$ cat config.mk
export PLATFORM = sky130hd
export DESIGN_NAME = gf251_dot_product
export DESIGN_NICKNAME = d
export VERILOG_FILES = /design/src/rtl/gf251_pkg.sv /design/src/rtl/gf251_mul.sv /design/src/rtl/gf251_dot_product.sv
export SDC_FILE = /design/constraint.sdc
export NUM_CORES = 1
export LEC_CHECK = 0
export ABC_AREA = 0
export BUFFER_PORTS_ARGS = -buffer_cell sky130_fd_sc_hd__buf_2
export CAP_MARGIN = 20
export CORE_MARGIN = 4
export CORE_UTILIZATION = 50
export CTS_CLUSTER_SIZE = 8
export DETAILED_ROUTE_END_ITERATION = 12
export PLACE_DENSITY = 0.68
export REMOVE_ABC_BUFFERS = 1
export SETUP_SLACK_MARGIN = 0.5
export SLEW_MARGIN = 10
export SYNTH_ARGS = -nofsm -noshare
export SYNTH_HDL_FRONTEND = slang
export SYNTH_SLANG_ARGS = --single-unit
$ cat constraint.sdc
create_clock -name i_clk -period 4.3 [get_ports i_clk]
set_clock_uncertainty 0.1 [all_clocks]
set_input_delay 0.215 -clock i_clk [delete_from_list [all_inputs] [get_ports i_clk]]
set_output_delay 0.215 -clock i_clk [all_outputs]
set_load 0.01 [all_outputs]
$ cat src/rtl/gf251_pkg.sv
// Shared GF(251) definitions: field prime, element type, FSM states and
// the two small reduction helpers used around the multiplier.
package gf251_pkg;

    localparam int unsigned GF_P = 251;

    typedef logic [7:0] gf_elem_t;

    typedef enum logic [2:0] {
        ST_FLUSH,
        ST_IDLE,
        ST_RUN,
        ST_DRAIN,
        ST_DONE
    } dp_state_t;

    // Sum of two field elements (each 0..250) fits in 9 bits and is below
    // 2*GF_P, so one conditional subtract completes the reduction.
    function automatic gf_elem_t gf251_add_reduce(input logic [8:0] sum);
        return (sum >= 9'(GF_P)) ? 8'(sum - 9'(GF_P)) : sum[7:0];
    endfunction

    // Fold raw byte operands 251..255 into the field.
    function automatic gf_elem_t gf251_reduce_in(input logic [7:0] x);
        return (x >= 8'(GF_P)) ? 8'(x - 8'(GF_P)) : x;
    endfunction

endpackage

$ cat src/rtl/gf251_mul.sv
// Pipelined GF(251) multiplier: a start pulse returns a*b mod 251 together
// with a done pulse LAT cycles later. Operands must already be in 0..250.
module gf251_mul
    import gf251_pkg::*;
#(
    parameter int LAT = 1
) (
    input  logic     i_clk,
    input  logic     i_start,
    input  gf_elem_t i_a,
    input  gf_elem_t i_b,
    output gf_elem_t o_out,
    output logic     o_done
);

    logic [15:0] prod_full;
    gf_elem_t    prod_mod;
    gf_elem_t    out_q [LAT];
    logic [LAT-1:0] done_q;

    // Full product and its reduction into the field.
    always_comb begin
        prod_full = 16'(i_a) * 16'(i_b);
        prod_mod  = 8'(prod_full % 16'(GF_P));
    end

    // Result/valid pipeline. NOTE: datapath pipeline registers carry no reset;
    // the consumer must ignore done pulses until the pipeline has flushed.
    always_ff @(posedge i_clk) begin
        done_q[0] <= i_start;
        out_q[0]  <= prod_mod;
        for (int i = 1; i < LAT; i++) begin
            done_q[i] <= done_q[i-1];
            out_q[i]  <= out_q[i-1];
        end
    end

    assign o_out  = out_q[LAT-1];
    assign o_done = done_q[LAT-1];

endmodule

$ cat src/rtl/gf251_dot_product.sv
// Streaming GF(251) inner product: accepts LEN operand pairs, issues each to
// gf251_mul, accumulates the products mod 251 and pulses o_done with the sum.
module gf251_dot_product
    import gf251_pkg::*;
#(
    parameter int LEN     = 16,
    parameter int MUL_LAT = 1,
    parameter int CNT_W   = $clog2(LEN + 1)
) (
    input  logic     i_clk,
    input  logic     i_rst_n,
    input  logic     i_start,
    input  logic     i_valid,
    input  gf_elem_t i_a,
    input  gf_elem_t i_b,
    output logic     o_ready,
    output logic     o_busy,
    output gf_elem_t o_result,
    output logic     o_done
);

    localparam int FLUSH_W = $clog2(MUL_LAT + 2);

    dp_state_t        state_q, state_d;
    logic [FLUSH_W-1:0] flush_cnt_q;
    logic [CNT_W-1:0] issue_cnt_q;
    logic [CNT_W-1:0] recv_cnt_q;
    gf_elem_t         acc_q;

    logic     accept;
    logic     last_issue;
    logic     all_recv;
    logic     absorb;
    logic     mul_done;
    gf_elem_t mul_out;

    assign o_ready    = (state_q == ST_RUN);
    assign o_busy     = (state_q == ST_FLUSH) || (state_q == ST_RUN) || (state_q == ST_DRAIN);
    assign accept     = i_valid && o_ready;
    assign last_issue = (issue_cnt_q == CNT_W'(LEN - 1));
    assign all_recv   = (recv_cnt_q == CNT_W'(LEN));
    // Products are only meaningful while an operation is in flight.
    assign absorb     = mul_done && ((state_q == ST_RUN) || (state_q == ST_DRAIN));

    gf251_mul #(
        .LAT (MUL_LAT)
    ) u_mul (
        .i_clk   (i_clk),
        .i_start (accept),
        .i_a     (gf251_reduce_in(i_a)),
        .i_b     (gf251_reduce_in(i_b)),
        .o_out   (mul_out),
        .o_done  (mul_done)
    );

    // State register. NOTE: all sequential state uses non-blocking
    // assignments so every register samples pre-edge values.
    always_ff @(posedge i_clk or negedge i_rst_n) begin
        if (!i_rst_n) state_q <= ST_FLUSH;
        else          state_q <= state_d;
    end

    // Next-state logic. NOTE: state_d is defaulted first so no path through
    // the case leaves it unassigned and a latch cannot be inferred.
    always_comb begin
        state_d = state_q;
        unique case (state_q)
            ST_FLUSH: if (flush_cnt_q <= FLUSH_W'(1)) state_d = ST_IDLE;
            ST_IDLE,
            ST_DONE:  if (i_start)                    state_d = ST_RUN;
            ST_RUN:   if (accept && last_issue)       state_d = ST_DRAIN;
            ST_DRAIN: if (all_recv)                   state_d = ST_DONE;
            default:                                  state_d = ST_FLUSH;
        endcase
    end

    // Flush counter, issue/receive counters, accumulator and result register.
    always_ff @(posedge i_clk or negedge i_rst_n) begin
        if (!i_rst_n) begin
            flush_cnt_q <= FLUSH_W'(MUL_LAT + 1);
            issue_cnt_q <= '0;
            recv_cnt_q  <= '0;
            acc_q       <= '0;
            o_result    <= '0;
            o_done      <= 1'b0;
        end else begin
            o_done <= 1'b0;

            if (state_q == ST_FLUSH && flush_cnt_q != '0)
                flush_cnt_q <= flush_cnt_q - FLUSH_W'(1);

            if ((state_q == ST_IDLE || state_q == ST_DONE) && i_start) begin
                issue_cnt_q <= '0;
                recv_cnt_q  <= '0;
                acc_q       <= '0;
            end

            if (accept)
                issue_cnt_q <= issue_cnt_q + CNT_W'(1);

            if (absorb) begin
                acc_q      <= gf251_add_reduce({1'b0, acc_q} + {1'b0, mul_out});
                recv_cnt_q <= recv_cnt_q + CNT_W'(1);
            end

            if (state_q == ST_DRAIN && all_recv) begin
                o_result <= acc_q;
                o_done   <= 1'b1;
            end
        end
    end

endmodule

### Word-level counts from Yosys, hierarchy flattened

Memory sizes are Yosys's and may differ from the RTL's.
Index checks and enable logic that the tools add are counted.
W data, S select, Z words.

* logic and storage cells: 62
* memories: 1
* input bits: 20
* register bits: 33
* output and inout port bits: 11
* bits in writable memories: 8

* add/sub/neg operators: 7
* divide/modulo/power cells: 1
* muxes and demuxes: 14
* reductions and logical operators: 16
* eq/ne operators: 10
* order comparisons: 4
* multiply operators: 1

Memory list
* u_mul.out_q: words 1, bits a word 8, read ports 1, clocked after memory_dff 0, write ports 1, RTL line gf251_mul.sv:18 `gf_elem_t out_q [LAT];`

Operators with widths (number)
* $mux W8: 5
* $sub A8 B8 Y8 const B: 3
* $ge A8 B8 Y1 const B: 2
* $mod A16 B8 Y16 const B: 1
* $mul A8 B8 Y16: 1
* $mux W5: 3
* $mux W3: 4
* $pmux W3 S4: 1
* $add A5 B1 Y5 const B: 2
* $add A8 B8 Y9: 1
* $ge A9 B8 Y1 const B: 1
* $eq A3 B2 Y1 const B: 2
* $logic_and A1 B1 Y1: 6
* $reduce_bool A2 Y1: 3
* $eq A5 B4 Y1 const B: 1
* $eq A5 B5 Y1 const B: 1
* $logic_or A1 B1 Y1: 4
* $ne A2 B1 Y1 const B: 2
* $ne A2 B2 Y1 const B: 2
* $reduce_and A4 Y1: 1
* $eq A3 B1 Y1 const B: 1
* $eq A3 B3 Y1 const B: 1
* $logic_not A3 Y1: 1
* $le A2 B1 Y1 const B: 1
* 3 further kinds: 3

### Longest topological paths before layout

* word-level depth: 5
* gate-level depth with buffers: 54
* depth with buffers taken out: 46

### Hierarchy

Synthesis repeated with hierarchy kept, for this count alone.

* cells, all modules: 1063
* area, all modules: 8217.9 um^2

Modules (own cells, without submodules)
* gf251_mul: seq. area each 180.2 um^2, area each 5968.2 um^2, cells an instance 803, times used 1
* gf251_dot_product: seq. area each 802.0 um^2, area each 2249.7 um^2, cells an instance 260, times used 1

### Least setup slack after synthesis

Ideal clock, no wire load.

* path kind: input port to flip-flop
* start point: input i_a[3]
* end point: memory u_mul.out_q[0][1] (netlist bit)
* required time: 4077 ps
* slack: -7135 ps
* cell stages on the path: 49
* setup time: 123 ps
* data arrival time: 11211 ps
* path buffers: 5
* cells stage by stage: and3_1 > nand3_1 > nor2_1 > mux2i_1 > nor2_1 > fa_1 > fa_1 > fa_1 > inv_1 > fa_1 > inv_1 > ha_1 > buf_2 > nand3_1 > or4_4 > and3_1 > buf_2 > xor2_1 > (+13 left out) > nand4_4 > nand2_1 > o41ai_2 > nand3_1 > o31ai_2 > nor2_1 > nor2_1 > ha_1 > inv_1 > or3_1 > o21ai_0 > o31ai_1 > a32oi_1 > a211o_1 > and3b_1 > o2111ai_2 > o31ai_4 > mux2_1

* cells in the longest elaborated chain, start to end: 4
* elaborated cells between the ends (all ways): 5
* those cells by class: add/sub: 1; mul: 1; div: 1; order compare: 1; mux: 1

Ends and longest elaborated chain
* start, declared: RTL line gf251_dot_product.sv:14 `input gf_elem_t i_a,`
* $sub A8 B8 Y8 or $ge A8 B8 Y1 (tied branches): RTL line gf251_pkg.sv:25 `return (x >= 8'(GF_P)) ? 8'(x - 8'(GF_P)) : x;`
* $mux W8 *: RTL line gf251_pkg.sv:25
* $mul A8 B8 Y16 *: RTL line gf251_mul.sv:23 `prod_full = 16'(i_a) * 16'(i_b);`
* $mod A16 B8 Y16 *: RTL line gf251_mul.sv:24 `prod_mod = 8'(prod_full % 16'(GF_P));`
* named net u_mul.prod_mod[1]: RTL line gf251_mul.sv:17 `gf_elem_t prod_mod;`
* end, declared: RTL line gf251_mul.sv:18

Mark *: on every way through the listed nets, which the timed path passes. The rest lies on a longest branch.

### Final worst setup path

* start point: input i_b[4]
* end point: memory u_mul.out_q[0][1] (netlist bit)

* cells in the longest elaborated chain, start to end: 4
* elaborated cells between the ends (all ways): 5
* those cells by class: add/sub: 1; mul: 1; div: 1; order compare: 1; mux: 1

Ends and longest elaborated chain
* start, declared: RTL line gf251_dot_product.sv:15 `input gf_elem_t i_b,`
* $sub A8 B8 Y8 or $ge A8 B8 Y1 (tied branches): RTL line gf251_pkg.sv:25
* $mux W8 *: RTL line gf251_pkg.sv:25
* $mul A8 B8 Y16 *: RTL line gf251_mul.sv:23
* $mod A16 B8 Y16 *: RTL line gf251_mul.sv:24
* named net u_mul.prod_mod[1]: RTL line gf251_mul.sv:17

Marks and branches as above.

==> summary.txt <==
Final layout
  • P&R area growth vs syn: 51.5%
  • Ant. Diodes: 0
  • Share of layout cells above drive strength 1: 42.4%
  • Commonest cells after routing, fill and taps aside: buf_4, nand2_1, nor2_1
  • Final net count: approximately 1.4k
  • Util after Layout: roughly 77%
  • Commonest non-fill, non-tap cell in the layout: buf_4

Yosys
  • Post-synth EDFFs: 0
  • Ys async rst share: 78.0%
  • Top FF cell, synth: dfrtp_1
  • Part of the Yosys area used for sequential elements: between 10% and 20%
  • Cells after Synth: around 940
  • Mapped Avg Cell Area: 7.84 sq um
  • Synth warnings: 0
  • Leading area contributor after synthesis: dfrtp_1
  • Synth cell types: between 100 and 150
  • Share of the synthesized area in the top cell type: 10.5%
  • Top cells by area, synth: dfrtp_1, fa_1, ha_1, nand2_1, nor2_1
  • Register bit total from synthesis: between 40 and 50
  • Area of the mapped netlist: 7400 sq um

Timing
  • Slew @ Worst Pin: 0.838 ns
  • Final clock period utilization by the worst path: 248%
  • Min Tclk post-route: 10.64 ns
  • Setup violations, final: 8
  • Final Hold Viols: 0
  • Peak Freq: 0.0940 GHz
  • RSZ-0062 raised after global routing: yes
  • Hold Slack: 0.149 ns
  • Post-route setup TNS: -50.26 ns
  • Final slew viol count: 0
  • Rel. slew slack: between 40% and 50%
  • Setup WS post-layout: -6.34 ns

Global route
  • Largest net degree at the start of global routing: 33
  • Initial antenna violation count: 0
  • GR Overflow Total: 0
  • First-pass GRT wire length: approximately 37000 um
  • Vias in the first global route: 8324
  • GRT Total Usage: between 20% and 30%

Drt
  • Drt drc: 0
  • Detailed Route WL: about 26000 um
  • Detailed router's first-iteration violation count: 640
  • Vias: 8895
  • Remaining antenna violation count after routing: 0
  • Mean routed wirelength per cell: between 15 and 20 um
  • Initial DRT Pass Iterations: 5
  • Routed vias/inst: between 6 and 7

Worst setup path
  • Startpoint types: primary input
  • R2R setup slack: approximately 0.73 ns
  • CP max stage delay: around 0.6 ns
  • Worst-path fanout max: 10
  • Crit Path Category: in2reg
  • Most frequent cell on the critical path: buf_4
  • Critical path data required time: around 4.4 ns
  • Critical path arrival: between 10 and 15 ns
  • Worst setup EP type: register
  • Critical Path Slowest Stage Cell: fa_1

Outcome
  • Status: finished with violations
  • Violated checks: setup timing

Clock network
  • Clock-pin slew on the worst setup and hold paths: roughly 0.06 ns
  • Number of buffers created by CTS: 5
  • CTS tree: built
  • CTS Buffer Depth: 2
  • H-tree Lvls: 2
  • Clock sinks: 41
  • Clock Latency Late Sink: around 0.28 ns
  • Clock tree root driver cell: clkbuf_16

Placed design
  • Post-DP HPWL: between 15000 and 20000 um
  • IO buf count: 30
  • Gpl congestion: about 0.94

Min path
  • Worst hold path class: in2reg

Floorplanning
  • Row count: 44
  • Die Y-Extent: 130 um
  • Die W: 130 um
  • Initial Utilization: 50.9%
  • Die area: approximately 17000 sq um
  • Core area: ~15000 sq um
  • Num ports: 31

Job
  • Max Cap Viol: 0
-- synthesized netlist by cell type (10+ instances only) --
library cell,n
nand2_1,107
nor2_1,102
inv_1,62
ha_1,55
a21oi_1,48
o21ai_0,43
fa_1,37
xnor2_1,37
nand3_1,35
dfrtp_1,31
clkbuf_1,20
xor2_1,20
nor3_1,19
o211ai_1,19
a21o_1,16
a31oi_1,15
nand4_1,15
or2_2,15
and3_1,14
buf_2,11
mux2i_1,10
o21ai_1,10
or3_1,10
-- per-layer routing --
| metal | up-vias | global-route usage, % | part of all wire [%] |
|---|---|---|---|
| li1 | 4106 | - | - |
| met3 | 119 | 1.88 | 5.2 |
| met4 | 0 | 8.80 | 4.7 |
| met5 | - | 0 | 0 |
| met1 | 4248 | 30.1 | 37 |
| met2 | 422 | 50.5 | 53 |
-- area by class of cell --
cell class                      instances  area (sq um)
Clock buffer                            5           125
Multi-Input combinational cell        806          6850
Tap cell                              184           230
Clock inverter                          3          46.3
Fill cell                             951          3320
Inverter                               63           236
Timing Repair Buffer                  358          2740
Sequential cell                        41           982
-- critical path, delay by kind of cell --
family          cells  cell delay (ns)
buf+inv            11             1.31
mux                 2             0.55
xor+xnor            1             0.30
fa+ha+maj           6             2.55
compound gates     15             3.44
simple gates       14             2.32
-- per-stage QoR --
stage | setup slack (ns) | cells | area, sq um
final | -6.34 | 1460 | 11200
after global routing | -6.75 | 1460 | 11200
after CTS | -6.05 | 1446 | 10700
after detailed placement | -6.98 | 1404 | 9730
after global placement | -6.75 | 1404 | 9730
after floorplan | -7.59 | 909 | 7240
-- cells by family (layout without fill, tap and decap cells) --
logic type / count (synthesis) / in the layout / synth area share (%)
multiplexers: 21 / 21 / 3.31
adder cells (fa/ha/maj): 94 / 94 / 19.6
buffers and inverters: 98 / 429 / 5.46
flip-flops: 41 / 41 / 13.3
AND/OR/NAND/NOR: 369 / 369 / 24.7
AO/OA/AOI/OAI: 263 / 264 / 26.7
XOR/XNOR: 58 / 58 / 6.96
-- timing repair --
action,in CTS,in global routing
hold buffers,1,0
endpoints found under the setup margin,8,12
pin swaps,88,64
hold endpoints to repair,31,0
gates resized for setup,113,85
setup buffers,32,14
gates cloned,1,0
-- state kept, by name, indices dropped and copies added, names as in the netlist --
name	count
flush_cnt_q	2
u_mul.o_done	1
o_done	1
u_mul.out_q	8
recv_cnt_q	5
issue_cnt_q	5
acc_q	8
state_q	3
o_result	8
-- worst paths after layout --
kind	from	end	depth (start not counted)
worst max-delay path	i_b[4]	u_mul.out_q[0][1]$_DFF_P_	49
worst min-delay path	i_start	state_q[2]$_DFFE_PN0P_	4
worst max register to register	acc_q[0]$_DFFE_PN0P_	acc_q[7]$_DFFE_PN0P_	13
worst min register to register	o_result[0]$_DFFE_PN0P_	o_result[0]$_DFFE_PN0P_	2
max in group asynchronous	i_rst_n	state_q[1]$_DFFE_PN0P_	2
min in group asynchronous	i_rst_n	issue_cnt_q[2]$_DFFE_PN0P_	2
Power is not shown: default switching activity piles up to over one toggle a cycle in this logic, so the estimate is an artifact.
